`config.mk`:
```
export PLATFORM = sky130hd
export DESIGN_NAME = instr_encoder_loader
export DESIGN_NICKNAME = d
export VERILOG_FILES = /design/src/rtl/enc_pkg.sv /design/src/rtl/rv32_word_enc.sv /design/src/rtl/instr_encoder_loader.sv
export SDC_FILE = /design/constraint.sdc
export NUM_CORES = 1
export LEC_CHECK = 0
export ABC_AREA = 1
export CORE_ASPECT_RATIO = 1.4
export CORE_MARGIN = 2
export CORE_UTILIZATION = 50
export DETAILED_ROUTE_END_ITERATION = 10
export GPL_TIMING_DRIVEN = 0
export HOLD_SLACK_MARGIN = 0.15
export PLACE_DENSITY = 0.81
export SLEW_MARGIN = 5
export SYNTH_ARGS = -nofsm -noshare
export SYNTH_HDL_FRONTEND = slang
export SYNTH_SLANG_ARGS = --single-unit
```
`constraint.sdc`:
```
create_clock -name clk -period 3.5 [get_ports clk]
set_clock_uncertainty 0.05 [all_clocks]
set_input_delay 1.05 -clock clk [delete_from_list [all_inputs] [get_ports clk]]
set_output_delay 1.05 -clock clk [all_outputs]
set_load 0.005 [all_outputs]
```
`src/rtl/enc_pkg.sv`:
```
// Shared encoding constants for the RV32I program loader and the decoder bench:
// mnemonic codes, opcode/funct fields, loader FSM states and word-builder helpers.
package enc_pkg;

  localparam logic [4:0] OP_ADD  = 5'd0;
  localparam logic [4:0] OP_SUB  = 5'd1;
  localparam logic [4:0] OP_AND  = 5'd2;
  localparam logic [4:0] OP_OR   = 5'd3;
  localparam logic [4:0] OP_XOR  = 5'd4;
  localparam logic [4:0] OP_SLT  = 5'd5;
  localparam logic [4:0] OP_SLL  = 5'd6;
  localparam logic [4:0] OP_SRL  = 5'd7;
  localparam logic [4:0] OP_SRA  = 5'd8;
  localparam logic [4:0] OP_ADDI = 5'd9;
  localparam logic [4:0] OP_ANDI = 5'd10;
  localparam logic [4:0] OP_ORI  = 5'd11;
  localparam logic [4:0] OP_LW   = 5'd12;
  localparam logic [4:0] OP_SW   = 5'd13;
  localparam logic [4:0] OP_BEQ  = 5'd14;
  localparam logic [4:0] OP_JAL  = 5'd15;
  localparam logic [4:0] OP_JALR = 5'd16;

  localparam logic [6:0] OPC_OP     = 7'b0110011;
  localparam logic [6:0] OPC_OPIMM  = 7'b0010011;
  localparam logic [6:0] OPC_LOAD   = 7'b0000011;
  localparam logic [6:0] OPC_STORE  = 7'b0100011;
  localparam logic [6:0] OPC_BRANCH = 7'b1100011;
  localparam logic [6:0] OPC_JAL    = 7'b1101111;
  localparam logic [6:0] OPC_JALR   = 7'b1100111;

  localparam logic [2:0] F3_ADD = 3'b000;
  localparam logic [2:0] F3_SLL = 3'b001;
  localparam logic [2:0] F3_SLT = 3'b010;
  localparam logic [2:0] F3_XOR = 3'b100;
  localparam logic [2:0] F3_SR  = 3'b101;
  localparam logic [2:0] F3_OR  = 3'b110;
  localparam logic [2:0] F3_AND = 3'b111;
  localparam logic [2:0] F3_W   = 3'b010;
  localparam logic [2:0] F3_BEQ = 3'b000;

  localparam logic [6:0] F7_BASE = 7'b0000000;
  localparam logic [6:0] F7_ALT  = 7'b0100000;

  localparam logic [2:0] ST_IDLE   = 3'd0;
  localparam logic [2:0] ST_ACCEPT = 3'd1;
  localparam logic [2:0] ST_WRITE  = 3'd2;
  localparam logic [2:0] ST_DONE   = 3'd3;
  localparam logic [2:0] ST_ERR    = 3'd4;

  function automatic logic [31:0] enc_r(input logic [6:0] f7, input logic [4:0] rs2,
                                        input logic [4:0] rs1, input logic [2:0] f3,
                                        input logic [4:0] rd, input logic [6:0] opc);
    return {f7, rs2, rs1, f3, rd, opc};
  endfunction

  function automatic logic [31:0] enc_i(input logic signed [20:0] imm, input logic [4:0] rs1,
                                        input logic [2:0] f3, input logic [4:0] rd,
                                        input logic [6:0] opc);
    return {imm[11:0], rs1, f3, rd, opc};
  endfunction

  function automatic logic [31:0] enc_s(input logic signed [20:0] imm, input logic [4:0] rs2,
                                        input logic [4:0] rs1, input logic [2:0] f3,
                                        input logic [6:0] opc);
    return {imm[11:5], rs2, rs1, f3, imm[4:0], opc};
  endfunction

  function automatic logic [31:0] enc_b(input logic signed [20:0] imm, input logic [4:0] rs2,
                                        input logic [4:0] rs1, input logic [2:0] f3,
                                        input logic [6:0] opc);
    return {imm[12], imm[10:5], rs2, rs1, f3, imm[4:1], imm[11], opc};
  endfunction

  function automatic logic [31:0] enc_j(input logic signed [20:0] imm, input logic [4:0] rd,
                                        input logic [6:0] opc);
    return {imm[20], imm[10:1], imm[11], imm[19:12], rd, opc};
  endfunction

  // True when imm survives truncation to w bits and sign-extension back.
  function automatic logic fits_signed(input logic signed [20:0] imm, input int unsigned w);
    for (int unsigned i = w; i < 21; i++) begin
      if (imm[i] != imm[w-1]) return 1'b0;
    end
    return 1'b1;
  endfunction

endpackage

```
`src/rtl/rv32_word_enc.sv`:
```
// Combinational mnemonic-to-RV32I encoder. Immediate range checking is compiled
// in only when ENC_RANGE_CHECK_EN is defined; otherwise immediates truncate.
module rv32_word_enc
  import enc_pkg::*;
(
  input  logic [4:0]         op_i,
  input  logic [4:0]         rd_i,
  input  logic [4:0]         rs1_i,
  input  logic [4:0]         rs2_i,
  input  logic signed [20:0] imm_i,
  output logic [31:0]        word_o,
  output logic               illegal_o,
  output logic               range_err_o
);

  logic i_bad, b_bad, j_bad;

`ifdef ENC_RANGE_CHECK_EN
  assign i_bad = !fits_signed(imm_i, 12);
  assign b_bad = !fits_signed(imm_i, 13) || imm_i[0];
  assign j_bad = imm_i[0];
`else
  assign i_bad = 1'b0;
  assign b_bad = 1'b0;
  assign j_bad = 1'b0;
`endif

  always_comb begin
    word_o      = '0;
    illegal_o   = 1'b0;
    range_err_o = 1'b0;
    case (op_i)
      OP_ADD:  word_o = enc_r(F7_BASE, rs2_i, rs1_i, F3_ADD, rd_i, OPC_OP);
      OP_SUB:  word_o = enc_r(F7_ALT,  rs2_i, rs1_i, F3_ADD, rd_i, OPC_OP);
      OP_AND:  word_o = enc_r(F7_BASE, rs2_i, rs1_i, F3_AND, rd_i, OPC_OP);
      OP_OR:   word_o = enc_r(F7_BASE, rs2_i, rs1_i, F3_OR,  rd_i, OPC_OP);
      OP_XOR:  word_o = enc_r(F7_BASE, rs2_i, rs1_i, F3_XOR, rd_i, OPC_OP);
      OP_SLT:  word_o = enc_r(F7_BASE, rs2_i, rs1_i, F3_SLT, rd_i, OPC_OP);
      OP_SLL:  word_o = enc_r(F7_BASE, rs2_i, rs1_i, F3_SLL, rd_i, OPC_OP);
      OP_SRL:  word_o = enc_r(F7_BASE, rs2_i, rs1_i, F3_SR,  rd_i, OPC_OP);
      OP_SRA:  word_o = enc_r(F7_ALT,  rs2_i, rs1_i, F3_SR,  rd_i, OPC_OP);
      OP_ADDI: begin
        word_o      = enc_i(imm_i, rs1_i, F3_ADD, rd_i, OPC_OPIMM);
        range_err_o = i_bad;
      end
      OP_ANDI: begin
        word_o      = enc_i(imm_i, rs1_i, F3_AND, rd_i, OPC_OPIMM);
        range_err_o = i_bad;
      end
      OP_ORI: begin
        word_o      = enc_i(imm_i, rs1_i, F3_OR, rd_i, OPC_OPIMM);
        range_err_o = i_bad;
      end
      OP_LW: begin
        word_o      = enc_i(imm_i, rs1_i, F3_W, rd_i, OPC_LOAD);
        range_err_o = i_bad;
      end
      OP_JALR: begin
        word_o      = enc_i(imm_i, rs1_i, F3_ADD, rd_i, OPC_JALR);
        range_err_o = i_bad;
      end
      OP_SW: begin
        word_o      = enc_s(imm_i, rs2_i, rs1_i, F3_W, OPC_STORE);
        range_err_o = i_bad;
      end
      OP_BEQ: begin
        word_o      = enc_b(imm_i, rs2_i, rs1_i, F3_BEQ, OPC_BRANCH);
        range_err_o = b_bad;
      end
      OP_JAL: begin
        word_o      = enc_j(imm_i, rd_i, OPC_JAL);
        range_err_o = j_bad;
      end
      default: illegal_o = 1'b1;
    endcase
  end

endmodule

```
`src/rtl/instr_encoder_loader.sv`:
```
// On-chip program loader: encodes handshaked mnemonic commands into RV32I words
// and writes them sequentially into imem. Optional feature macro: ENC_RANGE_CHECK_EN.
module instr_encoder_loader #(
  parameter int ADDR_W    = 8,
  parameter int DEPTH     = 256,
  parameter int BASE_ADDR = 0
) (
  input  logic              clk,
  input  logic              rst_n,
  input  logic              start,
  input  logic              cmd_valid,
  output logic              cmd_ready,
  input  logic [4:0]        cmd_op,
  input  logic [4:0]        cmd_rd,
  input  logic [4:0]        cmd_rs1,
  input  logic [4:0]        cmd_rs2,
  input  logic [20:0]       cmd_imm,
  input  logic              cmd_last,
  output logic              imem_we,
  output logic [ADDR_W-1:0] imem_addr,
  output logic [31:0]       imem_wdata,
  output logic              busy,
  output logic              done,
  output logic              err,
  output logic [ADDR_W:0]   word_count
);
  import enc_pkg::*;

  localparam int CNT_W = ADDR_W + 1;

  logic [2:0]        state_q, state_d;
  logic [ADDR_W-1:0] ptr_q, ptr_d;
  logic [CNT_W-1:0]  cnt_q, cnt_d;
  logic [31:0]       word_q, word_d;
  logic              last_q, last_d;
  logic              done_q, done_d;
  logic              err_q, err_d;

  logic [31:0] enc_word;
  logic        enc_illegal, enc_range_err;
  logic        hs, full;

  rv32_word_enc u_enc (
    .op_i        (cmd_op),
    .rd_i        (cmd_rd),
    .rs1_i       (cmd_rs1),
    .rs2_i       (cmd_rs2),
    .imm_i       (cmd_imm),
    .word_o      (enc_word),
    .illegal_o   (enc_illegal),
    .range_err_o (enc_range_err)
  );

  // A start in the same cycle wins, so never advertise ready then.
  assign cmd_ready = (state_q == ST_ACCEPT) && !start;
  assign hs        = cmd_valid && cmd_ready;
  assign full      = (cnt_q == CNT_W'(DEPTH));

  always_comb begin
    state_d = state_q;
    ptr_d   = ptr_q;
    cnt_d   = cnt_q;
    word_d  = word_q;
    last_d  = last_q;
    done_d  = done_q;
    err_d   = err_q;
    if (start) begin
      state_d = ST_ACCEPT;
      ptr_d   = ADDR_W'(BASE_ADDR);
      cnt_d   = '0;
      last_d  = 1'b0;
      done_d  = 1'b0;
      err_d   = 1'b0;
    end else begin
      case (state_q)
        ST_ACCEPT: begin
          if (hs) begin
            if (enc_illegal || enc_range_err || full) begin
              err_d   = 1'b1;
              state_d = ST_ERR;
            end else begin
              word_d  = enc_word;
              last_d  = cmd_last;
              state_d = ST_WRITE;
            end
          end
        end
        ST_WRITE: begin
          ptr_d = ptr_q + ADDR_W'(1);
          cnt_d = cnt_q + CNT_W'(1);
          if (last_q) begin
            done_d  = 1'b1;
            state_d = ST_DONE;
          end else begin
            state_d = ST_ACCEPT;
          end
        end
        default: ;
      endcase
    end
  end

  always_ff @(posedge clk or negedge rst_n) begin
    if (!rst_n) begin
      state_q <= ST_IDLE;
      ptr_q   <= ADDR_W'(BASE_ADDR);
      cnt_q   <= '0;
      last_q  <= 1'b0;
      done_q  <= 1'b0;
      err_q   <= 1'b0;
    end else begin
      state_q <= state_d;
      ptr_q   <= ptr_d;
      cnt_q   <= cnt_d;
      last_q  <= last_d;
      done_q  <= done_d;
      err_q   <= err_d;
    end
  end

  // Encoded word is pure data; the output gating below keeps it invisible after reset.
  always_ff @(posedge clk) begin
    word_q <= word_d;
  end

  assign imem_we    = (state_q == ST_WRITE);
  assign imem_addr  = imem_we ? ptr_q  : '0;
  assign imem_wdata = imem_we ? word_q : '0;
  assign busy       = (state_q == ST_ACCEPT) || (state_q == ST_WRITE);
  assign done       = done_q;
  assign err        = err_q;
  assign word_count = cnt_q;

endmodule

```
# [Yosys cells after proc, flatten, opt, wreduce, memory -nomap -nowiden]
# Cells that the tools add are included.
# Widths: inputs -> output; s select.
[classes] n_eq_ne=21 order_cmp=0 n_bitwise=2 shifts=0 addsub=2 n_reduce_logical=18 n_div=0 mux=24 n_mul=0
[ops] op="$pmux 32 s17" count=1
[ops] op="$eq 5x4->1 const B" count=8
[ops] op="$mux 32" count=1
[ops] op="$mux 8" count=3
[ops] op="$eq 5x3->1 const B" count=4
[ops] op="$mux 9" count=2
[ops] op="$reduce_or 17->1" count=1
[ops] op="$mux 1" count=12
[ops] op="$eq 5x2->1 const B" count=2
[ops] op="$reduce_bool 2->1" count=5
[ops] op="$add 9x1->9 const B" count=1
[ops] op="$eq 9x9->1 const B" count=1
[ops] op="$mux 3" count=3
[ops] op="$add 8x1->8 const B" count=1
[ops] op="$pmux 3 s2" count=1
[ops] op="$reduce_and 3->1" count=2
[ops] op="$eq 5x1->1 const B" count=1
[ops] op="$eq 5x5->1 const B" count=1
[ops] op="$logic_not 5->1" count=1
[ops] op="$reduce_and 2->1" count=2
[ops] op="$reduce_and 4->1" count=1
[ops] op="$eq 3x1->1 const B" count=1
[ops] op="$eq 3x2->1 const B" count=1
[ops] op="$ne 3x3->1 const B" count=1
[ops] op="7 further kinds" count=10
[totals] elab_cells=74 input_bits=46 output_inout_bits=54 mem_bits_ro=0 latch_bits=0 ramBits=0 memories=0 register_bits=55

# [Logic depth before layout (Yosys ltp)]
[depth] depth_word=8 depth_mapped=11

# [Modules after synthesis]
# Synthesis repeated with hierarchy kept, for this count alone.
[unflattened] hier_cells=462 area_unflattened_um2=3374.5
[by_module_without_submodules] mod="instr_encoder_loader" seq_area_each_um2=1536.5 cells_each=287 n_inst=1 area_each_um2=2555.0
[by_module_without_submodules] mod="rv32_word_enc" seq_area_each_um2=0.0 cells_each=175 n_inst=1 area_each_um2=819.5

# [Least setup slack after synthesis]
# OpenSTA, ideal clock, no wires.
[synth_timing] path_type="input port to flip-flop" startpoint="input port cmd_op[0]" endpoint="register word_q[10], enable pin" t_required_ns=3.031 path_stages=6 setup_slack_ns=0.072 arrival_time_ns=2.959 setup_time_ns=0.419 path_cell_list="buf_4 > nor2_8 > nand2_2 > nand2_1 > nand2_1 > nor2_1"
[synth_between] elab_chain_cells=6 word_cells_on_any_way=22 classes_between="eq/ne: 16; mux: 1; bitwise: 1; reduce/logical: 4"
[synth_rtl] item="start, declared" line="instr_encoder_loader.sv:13" source="input logic [4:0] cmd_op,"
[synth_rtl] item="$eq 5x1->1 (tied with other cells)" line="rv32_word_enc.sv:32" source="case (op_i)"
[synth_rtl] item="$reduce_or 17->1 (no line) *"
[synth_rtl] item="$mux 1 *" line="rv32_word_enc.sv:32"
[synth_rtl] item="$logic_or 1x1->1 *" line="instr_encoder_loader.sv:78" source="if (enc_illegal || enc_range_err || full) begin"
[synth_rtl] item="$not 1->1 (no line) *"
[synth_rtl] item="$reduce_and 4->1 (no line) *"
[synth_rtl] item="end signal, assigned" line="instr_encoder_loader.sv:123" source="word_q <= word_d;"
[synth_rtl] item="end, declared" line="instr_encoder_loader.sv:34" source="logic [31:0] word_q, word_d;"
# Mark *: on every way between the ends. The rest lies on a longest branch, timed or not.
# A chain may end at the register's enable or synchronous reset.

# [Worst setup path in the final report]
[layout_timing] startpoint="input port start" endpoint="output port cmd_ready"
[layout_between] elab_chain_cells=2
[layout_rtl] item="start, declared" line="instr_encoder_loader.sv:10" source="input logic start,"
[layout_rtl] item="$logic_not 1->1" line="instr_encoder_loader.sv:55" source="assign cmd_ready = (state_q == ST_ACCEPT) && !start;"
[layout_rtl] item="$logic_and 1x1->1" line="instr_encoder_loader.sv:55"
[layout_rtl] item="end, declared" line="instr_encoder_loader.sv:12" source="output logic cmd_ready,"
# No other way between the ends.

==> impl_metrics.csv <==
group,metric,value,unit
logic_synthesis,synthFlopType,"edfxtp_1",
logic_synthesis,synth-edff-count,31,
cts,cts_tree,"built",
drt,vias,4192,
floorplan,core_area,7650,sq um
power_and_ir_drop,leakagePower,2.45,nW
cells_and_area,drive_above_1_share,6.37,%
drt,vias_per_cell,5.30,
floorplan,die_w,78.6,microns
floorplan,die_y,108,microns
cells_and_area,final_cell_mix,"nand2_1, nor2_1, clkdlybuf4s50_1",
cells_and_area,area_growth_syn_to_layout,29.0,%
timing,drv_slew,0,
cells_and_area,nFillCells,712,
timing,rsz0062_at_grt,"no",
drt,ant_nets,0,
logic_synthesis,syn_avg_cell_area,6.56,sq um
power_and_ir_drop,power.density,269,nW/um^2
logic_synthesis,synth_area,3890,sq um
setup_path,cp-end-kind,"output pin",
grt,gr-total-overflow,0,
placed_design,dp_hpwl,8790,microns
flow_run,max_cap_violations,0,
cts,cts.clk_slew.worst_paths,100,ps
timing,tightest_slew,1060,ps
timing,setup_tns,0,ps
floorplan,design.die.area,8520,sq um
floorplan,fp-row-count,38,
grt,grt_max_degree,32,
timing,maxSlewHeadroom,29.2,%
setup_path,critPathKind,"input port to output pin",
placed_design,port_buffers,92,
cts,cts_buffers,5,
timing,fin_crit_sh,93.7,%
grt,antenna_found_initial,0,
logic_synthesis,syn_nets,642,
setup_path,startpoint_type,"input port",
setup_path,crit_required,2400,ps
cells_and_area,fin_cells,791,
placed_design,place_inst,785,
logic_synthesis,synth-seq-cells,54,
drt,post_drt_wl_per_cell,14.0,microns
cts,clock-root-buffer,"clkbuf_8",
placed_design,placed_area,4950,sq um
outcome,status,"completed",
timing,finalSetupViolCount,0,
cts,htreeDepth,2,
placed_design,gp_congestion,0.930,
cells_and_area,mostFrequentLayoutCell,"nand2_1",
drt,drtPass1Iterations,4,
grt,first_global_vias,4002,
grt,grt_pass1_wl,18100,microns
cells_and_area,utilization,65.6,%
min_path,hp-class,"register to register",
power_and_ir_drop,power.total,1.35,mW
floorplan,start_util,50.8,%
drt,first_iter_violations,289,
grt,grt_usage,26.5,%
setup_path,critPathMaxFanout,11,
cells_and_area,design_area,5020,sq um
timing,min_period,3280,ps
cts,clkLatencyLatePin,310,ps
cells_and_area,diodes,0,
logic_synthesis,ys_warn_count,0,
drt,drcViolationCount,0,
setup_path,critPathArrivalTime,2180,ps
power_and_ir_drop,ir_worst_vdd,172,uV
cts,clockBufferDepth,2,
logic_synthesis,ys_types,29,
cells_and_area,final_nets,740,
drt,routed_wl,11100,microns
timing,max_freq,0.305,GHz
logic_synthesis,synth-seq-area-share,38.7,%
logic_synthesis,synthArstFlopShare,42.6,%
timing,hold_viol,0,
floorplan,io_pins,100,
cts,clock_sinks,54,
logic_synthesis,synthCells,593,
layer usage:
metal  part of all wire [%]  wire length, microns  vias up  global-route usage (%)
li1                       -                     -     2078                       -
met1                     37                  4040     1878                    28.3
met2                     53                  5910      198                    51.4
met3                    5.6                   615       38                    2.17
met4                    4.5                   494        0                    13.2
met5                      0                     0        -                       0
path summary, 6_finish.rpt:
check / start / end / slack [ps] / cells past startpoint
min in group asynchronous: rst_n / word_count[8] / 1250 / 1
setup / recovery: start / cmd_ready / 220 / 3
setup reg to reg: word_count[0] / word_q[19] / 1310 / 7
hold reg to reg: last_q / last_q / 500 / 2
hold / removal: last_q / last_q / 500 / 2
max in group asynchronous: rst_n / state_q[2] / 1490 / 1
power breakdown:
part | leakage (nW) | internal (mW) | total (mW) | switching (mW)
Combinational | 1.80 | 0.119 | 0.296 | 0.177
Clock | 0.0449 | 0.138 | 0.342 | 0.203
Sequential | 0.605 | 0.705 | 0.713 | 0.00800
Total | 2.45 | 0.962 | 1.35 | 0.388
flip-flops by register name, indices dropped and copies added, names as in the netlist:
register	count
done	1
err	1
last_q	1
state_q	3
ptr_q	8
word_count	9
word_q	31
logic make-up after synthesis:
group | count (synthesis) | synth area share [%]
flip-flops | 54 | 38.7
XOR/XNOR | 3 | 0.675
buffers and inverters | 120 | 12.4
adder cells (fa/ha/maj) | 3 | 0.964
AND/OR/NAND/NOR | 380 | 42.7
AO/OA/AOI/OAI | 33 | 4.50
timing repair:
item,4_1_cts,5_1_grt
resized for setup,1,0
buffers inserted,0,0
endpoints found under the setup margin,1,0
hold buffers,0,0
critical path, cell delays in order:
cell and delay [ps]:
dlygate4sd2_1 380, nor2_1 220, clkdlybuf4s50_1 520
synthesized netlist by cell type, types with 2 or more instances:
cell,instances,area [sq um]
nand2_1,170,638
nor2_1,101,379
inv_1,81,304
nand3_1,46,230
nand4_1,38,238
edfxtp_1,31,931
dfrtp_1,23,576
o21ai_0,17,85.1
buf_2,15,75.1
clkbuf_1,14,52.6
a21oi_1,12,60.1
nor3_1,12,60.1
nor2_2,5,31.3
buf_4,4,30.0
inv_2,4,15.0
ha_1,3,37.5
buf_1,2,7.51
nand2_2,2,12.5
nand4_2,2,25.0
xor2_1,2,17.5
through the flow:
stage	worst slack [ps]	hold slack, ps
6_report	220	502
5_1_grt	129	534
4_1_cts	234	495
3_5_place_dp	-125	461
3_3_place_gp	-899	467
2_1_floorplan	72.3	440
cell type report:
cell class	instances	area, sq um	share of cell area [%]
Sequential cell	54	1510	30.0
Clock buffer	5	68.8	1.37
Multi-Input combinational cell	419	1910	38.0
Buffer	34	161	3.21
Tap cell	100	125	2.49
Timing Repair Buffer	92	920	18.3
Inverter	85	319	6.35
Clock inverter	2	12.5	0.249
Power figures use the tool's default switching activity.
